## src/rtl/fetch_stage.sv

```systemverilog
// Instruction fetch stage: sequential PC generation, in-order imem requests, response FIFO, redirect flush.
// Optional stall performance counter enabled by defining FETCH_PERF_CNT_EN.
module fetch_stage #(
   parameter logic [31:0] RESET_PC   = 32'h0000_0000,
   parameter int unsigned FIFO_DEPTH = 2
) (
   input  logic        clk,
   input  logic        rst,
   output logic        o_imem_req,
   output logic [31:0] o_imem_addr,
   input  logic        i_imem_gnt,
   input  logic        i_imem_rvalid,
   input  logic [31:0] i_imem_rdata,
   input  logic        i_redirect,
   input  logic [31:0] i_redirect_pc,
   input  logic        i_stall,
   output logic [63:0] o_if_pkt_data,
   output logic        o_if_pkt_valid
`ifdef FETCH_PERF_CNT_EN
   ,
   output logic [31:0] o_perf_stall_cnt
`endif
);

   localparam int unsigned PW = (FIFO_DEPTH > 1) ? $clog2(FIFO_DEPTH) : 1;
   localparam int unsigned CW = $clog2(FIFO_DEPTH + 1);
   localparam int unsigned SW = CW + 2;

   typedef struct packed {
      logic [31:0] pc;
      logic [31:0] instr;
   } if_pkt_t;

   logic [31:0]   r_pc;
   if_pkt_t       r_fifo [FIFO_DEPTH];
   logic [PW-1:0] r_fifo_rd;
   logic [PW-1:0] r_fifo_wr;
   logic [CW-1:0] r_fifo_cnt;
   logic [31:0]   r_tag [FIFO_DEPTH];
   logic [PW-1:0] r_tag_rd;
   logic [PW-1:0] r_tag_wr;
   logic [CW-1:0] r_outstanding;
   logic [CW-1:0] r_drop_cnt;

   logic [SW-1:0] w_credit_sum;
   logic          w_req;
   logic          w_grant;
   logic          w_accept;
   logic          w_drop;
   logic          w_rv_live;
   logic          w_pop;
   logic          w_fifo_nonempty;
   logic          w_unused_redirect_lsb;

   function automatic logic [PW-1:0] ptr_inc(input logic [PW-1:0] p);
      return (p == PW'(FIFO_DEPTH - 1)) ? '0 : p + PW'(1);
   endfunction

   // Credit covers live requests, stale responses still to drop, and buffered packets
   assign w_credit_sum    = SW'(r_outstanding) + SW'(r_drop_cnt) + SW'(r_fifo_cnt);
   assign w_req           = !rst && !i_redirect && (w_credit_sum < SW'(FIFO_DEPTH));
   assign w_grant         = w_req && i_imem_gnt;
   assign w_rv_live       = i_imem_rvalid && ((r_drop_cnt != '0) || (r_outstanding != '0));
   assign w_accept        = i_imem_rvalid && (r_drop_cnt == '0) && (r_outstanding != '0) && !i_redirect;
   assign w_drop          = i_imem_rvalid && (r_drop_cnt != '0);
   assign w_fifo_nonempty = (r_fifo_cnt != '0);
   assign w_pop           = o_if_pkt_valid && !i_stall;
   assign w_unused_redirect_lsb = ^i_redirect_pc[1:0];

   assign o_imem_req     = w_req;
   assign o_imem_addr    = r_pc;
   assign o_if_pkt_valid = w_fifo_nonempty && !i_redirect;
   assign o_if_pkt_data  = w_fifo_nonempty ? r_fifo[r_fifo_rd] : 64'd0;

   always_ff @(posedge clk) begin
      if (rst) begin
         r_pc          <= RESET_PC;
         r_fifo_rd     <= '0;
         r_fifo_wr     <= '0;
         r_fifo_cnt    <= '0;
         r_tag_rd      <= '0;
         r_tag_wr      <= '0;
         r_outstanding <= '0;
         r_drop_cnt    <= '0;
      end else if (i_redirect) begin
         r_pc          <= {i_redirect_pc[31:2], 2'b00};
         r_fifo_rd     <= '0;
         r_fifo_wr     <= '0;
         r_fifo_cnt    <= '0;
         r_tag_rd      <= '0;
         r_tag_wr      <= '0;
         r_outstanding <= '0;
         // Every response still owed becomes stale, minus the one arriving now
         r_drop_cnt    <= CW'(SW'(r_drop_cnt) + SW'(r_outstanding) - SW'(w_rv_live));
      end else begin
         if (w_grant) begin
            r_pc             <= r_pc + 32'd4;
            r_tag[r_tag_wr]  <= r_pc;
            r_tag_wr         <= ptr_inc(r_tag_wr);
         end
         if (w_accept) begin
            r_fifo[r_fifo_wr] <= '{pc: r_tag[r_tag_rd], instr: i_imem_rdata};
            r_fifo_wr         <= ptr_inc(r_fifo_wr);
            r_tag_rd          <= ptr_inc(r_tag_rd);
         end
         if (w_pop) begin
            r_fifo_rd <= ptr_inc(r_fifo_rd);
         end
         if (w_grant && !w_accept) begin
            r_outstanding <= r_outstanding + CW'(1);
         end else if (!w_grant && w_accept) begin
            r_outstanding <= r_outstanding - CW'(1);
         end
         if (w_accept && !w_pop) begin
            r_fifo_cnt <= r_fifo_cnt + CW'(1);
         end else if (!w_accept && w_pop) begin
            r_fifo_cnt <= r_fifo_cnt - CW'(1);
         end
         if (w_drop) begin
            r_drop_cnt <= r_drop_cnt - CW'(1);
         end
      end
   end

   a_no_push_when_full: assert property (@(posedge clk) disable iff (rst)
      !(w_accept && (r_fifo_cnt == CW'(FIFO_DEPTH)) && !w_pop));

`ifdef FETCH_PERF_CNT_EN
   logic [31:0] r_perf_stall_cnt;

   // Saturating count of cycles a valid packet is held by Decode
   always_ff @(posedge clk) begin
      if (rst) begin
         r_perf_stall_cnt <= '0;
      end else if (o_if_pkt_valid && i_stall && (r_perf_stall_cnt != 32'hFFFF_FFFF)) begin
         r_perf_stall_cnt <= r_perf_stall_cnt + 32'd1;
      end
   end

   assign o_perf_stall_cnt = r_perf_stall_cnt;
`endif

endmodule

```

## config.mk

```make
export PLATFORM = sky130hd
export DESIGN_NAME = fetch_stage
export DESIGN_NICKNAME = d
export VERILOG_FILES = /design/src/rtl/fetch_stage.sv
export SDC_FILE = /design/constraint.sdc
export NUM_CORES = 1
export LEC_CHECK = 0
export CAP_MARGIN = 10
export CORE_MARGIN = 2
export CORE_UTILIZATION = 57
export DETAILED_ROUTE_END_ITERATION = 8
export GPL_TIMING_DRIVEN = 0
export PLACE_DENSITY = 0.86
export SYNTH_ARGS = -nofsm -noshare
export SYNTH_HDL_FRONTEND = slang
export SYNTH_SLANG_ARGS = --single-unit
export TNS_END_PERCENT = 100
```

## constraint.sdc

```tcl
create_clock -name clk -period 10.6 [get_ports clk]
set_clock_uncertainty 0.1 [all_clocks]
set_input_delay 1.06 -clock clk [delete_from_list [all_inputs] [get_ports clk]]
set_output_delay 1.06 -clock clk [all_outputs]
set_load 0.005 [all_outputs]
```

==> out/metrics.csv, run 1 <==
metric,value,unit
gr-usage-all-layers,25.70,%
synth_area_leader_cell,edfxtp_1,
yosys.area_share.simple,11.12,%
crit_path_top_delay_cell,fa_1,
final_util,76.27,%
relSlewSlack,27.14,%
synth_mux_area_share,10.27,%
synth_common_cells,"edfxtp_1 (184), nor2_1 (87), mux2i_1 (62)",
maxSlewViolCount,0,
critical_path_class,flip-flop to primary output,
nNetsFinal,960,
n_antenna_cell,0,
grt_pass1_wl,35600,um
wirelength,22530,um
start_kind,flip-flop,
cts_tree,yes,
cts_num_sinks,226,
coreArea,15940,sq um
max_freq,0.2227,GHz
synth_top_family_by_area,simple AND/OR/NAND/NOR gates,
drc,0,
drtAntennaViolNets,0,
path_cells,"ha_1, fa_1, inv_1, fa_1, nor2b_1, a31oi_2, nor2_1, clkdlybuf4s50_1",
drive_above_1_share,10.37,%
postSynth.asyncResetShare,0,%
dp_slack,6212,ps
gp_routability_congestion,0.9236,
cp.required,9440,ps
p_leak,3.857,nW
numCtsBuffers,22,
grt_overflow_total,0,
ys_ff_latch,226,
synth-edff-count,184,
crit_buf_inv,2,
die_w,132.0,um
cts_buffer_depth,3,
wire_per_inst,20.24,um
area_growth,30.25,%
rows,46,
cts_root_buffer,clkbuf_16,
path_common_cell,fa_1,
ys_types,55,
hpwlAfterDp,15400,um
worst_pin_slew,1089,ps
ys_seq_area_share,68.19,%
hold_buffers,0,
grt_max_degree,31,
status,"complete, no violations",
drv_cap,0,
netlist_area,9335,sq um
end_kind,primary output,
timing.final.ws_setup,6110,ps
die-area,17420,sq um
num_io_pins,168,
drt_pre_antenna_iters,5,
synthFlopType,edfxtp_1,
slowest_delay,550,ps
hold_viol_final,0,
io_buffers,161,
htreeDepth,1,
cp.arrival,3330,ps
via_per_inst,5.834,
p_per_area,158.5,nW/um^2
rsz0062_at_grt,false,
period_minus_slack,4490,ps
die-height,132.0,um
synth_cells,681,
grt_antenna_before_repair,0,
hold_class,flip-flop to flip-flop,
avgSynthCellArea,13.71,sq um
ys.warnings.count,0,
finalSetupViolCount,0,
synth_adder_area_share,1.367,%
initial_core_util,58.55,%
synth_compound_area_share,5.643,%
yosysTopAreaCellShare,59.19,%
postCtsSetupRepairBufs,0,
clock_latency,510,ps
synth_area_leaders,"edfxtp_1 (59%), dfxtp_1 (9.0%), mux2i_1 (6.6%), mux2_2 (3.6%), nor2_1 (3.5%)",
vias,6493,
finalCritPeriodShare,42.36,%
tns,0,ps
yosys.cell_count.top_type,edfxtp_1,
vdd_drop_max,0.1482,mV
drt_iter0_drc,499,
worstPathMaxFanout,9,
grt_pass1_vias,6520,
ctsResizeCount,0,
post_synth_xor_area_fraction,1.220,%
clk_pin_slew_worst_paths,60,ps
cp_top_family,adder cells,
==> registers in the layout, summed over array words and instances (netlist names), named ones only <==
name,count
r_fifo,124
r_tag,60
o_imem_addr,30
r_drop_cnt,2
r_fifo_cnt,2
r_outstanding,2
r_fifo_rd,1
r_fifo_wr,1
r_tag_rd,1
r_tag_wr,1
==> per-layer routing <==
layer  up-vias  wire length [um]  part of all wire, %  GRT usage, %
li1       2967                 -                    -             -
met1      3146              9058                   40         34.70
met2       341             11030                   49         43.52
met3        39              1986                  8.8         4.652
met4         0               453                  2.0         6.522
met5         -                 0                    0             0
==> metrics by stage <==
stage	total power, mW	hold WS [ps]	cells	cell area, sq um
finish	1.927	417.4	1113	12160
global route	1.981	449.1	1113	12160
CTS	1.936	417.1	1112	12150
detailed placement	1.123	405.9	1072	11380
global placement	1.117	387.3	1061	11230
floorplan	1.053	372.5	684	9346
==> worst reg2reg max path: stages, from the launching register on <==
cell	delay, ps
dfxtp_1	370
ha_1	230
fa_1	550
inv_1	80
fa_1	590
nand3_1	260
or2_2	390
clkinv_1	150
clkbuf_1	550
and2_1	660
buf_16	240
==> placed cells by master (no fill, tap or decap), drive strengths merged, types with 16 or more instances in the layout <==
cell and n:
a21oi 16, a31oi 18, buf 21, clkbuf 60, clkdlybuf4s50 161, dfxtp 42, edfxtp 184, mux2 30
mux2i 62, nand2 37, nand3 17, nor2 87
==> cell type report <==
class | count | area (sq um)
multi-input combinational | 409 | 2798
tap | 216 | 270.3
timing repair buffer | 173 | 1749
clock buffer | 32 | 648.1
clock inverter | 8 | 127.6
buffer | 37 | 155.1
sequential | 226 | 6366
fill | 985 | 3784
inverter | 12 | 45.04
==> final timing paths <==
path	start	end	slack, ps	cells after the start
worst max-delay path	r_outstanding[0]	o_imem_req	6110	8
worst min-delay path	r_fifo_rd	flip-flop	420	2
worst max register to register	r_outstanding[0]	r_tag[1][16]	6110	10
worst min register to register	r_fifo_rd	flip-flop	420	2
==> power by group <==
group | leakage, nW | switching (mW) | internal [mW] | total, mW
combinational | 1.48 | 0.0521 | 0.0603 | 0.112
sequential | 2.00 | 0.0217 | 0.973 | 0.995
clock | 0.378 | 0.321 | 0.499 | 0.820
total | 3.86 | 0.395 | 1.53 | 1.93
==> cells by family (layout without fill, tap and decap cells) <==
group	count (synthesis)	after routing
other	1	4
xor gates and xnor gates	13	13
DFF	226	226
muxes	92	92
buffers and inverters	49	262
adders and majority gates	9	9
and+or+nand+nor	214	214
AOI/OAI and AO/OA	77	77
(Power assumes the default switching activity.)
==> run 2, diff against run 1 <==
CORE_UTILIZATION = 53   (was 57)
PLACE_DENSITY = 0.8   (was 0.86)
clock period = 4.6 ns   (was 10.6 ns; I/O delays follow)
==> run 2 against run 1 <==
Against the previous run:
- critical path depth is 2 higher
- count of clock-buffer cells in the layout is 2 higher
- design area is 0.33% lower
- largest power group unchanged
- wire length down 5.4%
- sequential share of layout area grew 0.17 points
- largest cell class unchanged
- core utilization fell by 6.0 points
- first-iteration DRC count down 9.4%
- via count is 2.9% lower
- register-to-register slack lost 5900 ps
==> out/metrics.csv, run 2 (synthesis results as in run 1) <==
metric,value,unit
status,"complete, no violations",
design_area,12120,sq um
num_io_pins,168,
hold_class,flip-flop to flip-flop,
numCtsBuffers,23,
rows,48,
cp.required,4690,ps
dpl_cell_area,11380,sq um
cts_tree,yes,
rsz0062_at_grt,false,
grt_pass1_wl,32950,um
path_cells,"ha_1, fa_1, inv_1, fa_1, nand3_1, or2_2, clkinv_1, clkbuf_1, and2_1, buf_8",
grt_antenna_before_repair,0,
vias,6302,
p_per_area,357.6,nW/um^2
hp-start,r_fifo_rd,
drc,0,
clk_pin_slew_worst_paths,60,ps
initial_core_util,54.16,%
die-height,136.7,um
wire_per_inst,18.96,um
grt_pass1_vias,6349,
drt_iter0_drc,452,
gp_routability_congestion,0.9293,
maxSlewViolCount,0,
p_comb_share,5.9,%
cts_buffer_depth,3,
r2r_start,r_outstanding[0],
p_leak,3.829,nW
power.switching,0.8798,mW
vdd_drop_max,0.3144,mV
largest_reg_flops,124,
period_minus_slack,4345,ps
clkPwrFrac,41.3,%
hold_path_depth,2,
path_common_cell,fa_1,
nNetsFinal,961,
cp_top_family,adder cells,
finalSetupViolCount,0,
n_antenna_cell,0,
drt_pre_antenna_iters,7,
crit_buf_inv,4,
worstPathMaxFanout,21,
crit_path_top_delay_cell,fa_1,
r2r_end,r_tag[1][30],
rr_worst_depth,10,
grt_max_degree,31,
wirelength,21310,um
finalCritPeriodShare,94.46,%
p_sw_share,20.30,%
via_per_inst,5.607,
die_w,136.7,um
hold_viol_final,0,
grt_overflow_total,0,
die-area,18690,sq um
drive_above_1_share,9.677,%
rrSetupSlack,250,ps
p_int,3.453,mW
start_kind,flip-flop,
coreArea,17240,sq um
seqPwrFrac,52.9,%
layout_commonest_cell,edfxtp_1,
layout_common_cells,"edfxtp_1 (184), clkdlybuf4s50_1 (161), nor2_1 (86)",
area_growth,29.82,%
end_kind,flip-flop,
relSlewSlack,20.16,%
clock_latency,490,ps
hpwlAfterDp,15190,um
hold_buffers,0,
max_flop_register,r_fifo,
ctsResizeCount,0,
hold_slack,408.9,ps
postCtsSetupRepairBufs,0,
cts_root_buffer,clkbuf_16,
max_freq,0.2301,GHz
cp.arrival,4440,ps
io_buffers,161,
finalPower,4.333,mW
cts_num_sinks,226,
critical_path_class,flip-flop to flip-flop,
place_inst,1081,
gr-usage-all-layers,22.82,%
htreeDepth,1,
worst_pin_slew,1193,ps
drtAntennaViolNets,0,
stdcell_count,1124,
slowest_delay,580,ps
drv_cap,0,
[run 2: through the flow]
stage | utilization (%) | setup slack [ps] | TNS [ps]
2_1_floorplan | - | -1268 | -157220
3_3_place_gp | 65.21 | -4234 | -548310
3_5_place_dp | 66.05 | 284.1 | 0
4_1_cts | 70.28 | 261.9 | 0
5_1_grt | 70.31 | 55.11 | 0
6_report | 70.31 | 254.8 | 0
[run 2: worst max path at each step]
stage / end / start / depth (start not counted) / slack, ps
finish: r_tag[1][30] / r_outstanding[0] / 10 / 250
global route: r_tag[1][13] / r_outstanding[0] / 10 / 60
CTS: r_tag[1][30] / r_outstanding[0] / 10 / 260
detailed placement: r_tag[1][29] / r_outstanding[0] / 10 / 280
global placement: r_fifo[1][28] / i_redirect / 4 / -4230
floorplan: r_fifo[0][0] / i_redirect / 3 / -1270
[run 2: area by class of cell]
cell class	instances	area, sq um
Buffer	37	155.1
Clock buffer	34	636.9
Clock inverter	8	92.59
Fill cell	1180	5117
Inverter	12	45.04
Multi-Input combinational cell	409	2798
Sequential cell	226	6366
Tap cell	225	281.5
Timing Repair Buffer	173	1744
[run 2: worst register-to-register path, delay by kind of cell (launching register included)]
kind / cells / cell delay (ps)
buf+inv: 4 / 1020
flops: 1 / 360
fa+ha+maj: 3 / 1350
simple gates: 3 / 1210
[run 2: routing by layer]
metal  global-route usage, %  share of wire, %  vias up
met5                       0                 0        -
met4                   5.845               1.8        0
met3                   4.630               9.5       32
met2                   38.97                48      291
met1                   29.95                40     2998
li1                        -                 -     2981
[run 2: power by group through the flow]
stage	logic [mW]	clock network (mW)	registers, mW
floorplan	0.109	0	2.32
global placement	0.242	0	2.33
detailed placement	0.252	0	2.33
CTS	0.254	1.82	2.29
global route	0.275	1.90	2.30
finish	0.254	1.79	2.29
==> run 3, diff against run 2 <==
SKIP_LAST_GASP = 1   (was not set)
==> results of run 3 <==
Final layout, timing and power as in run 2 (identical DEF).
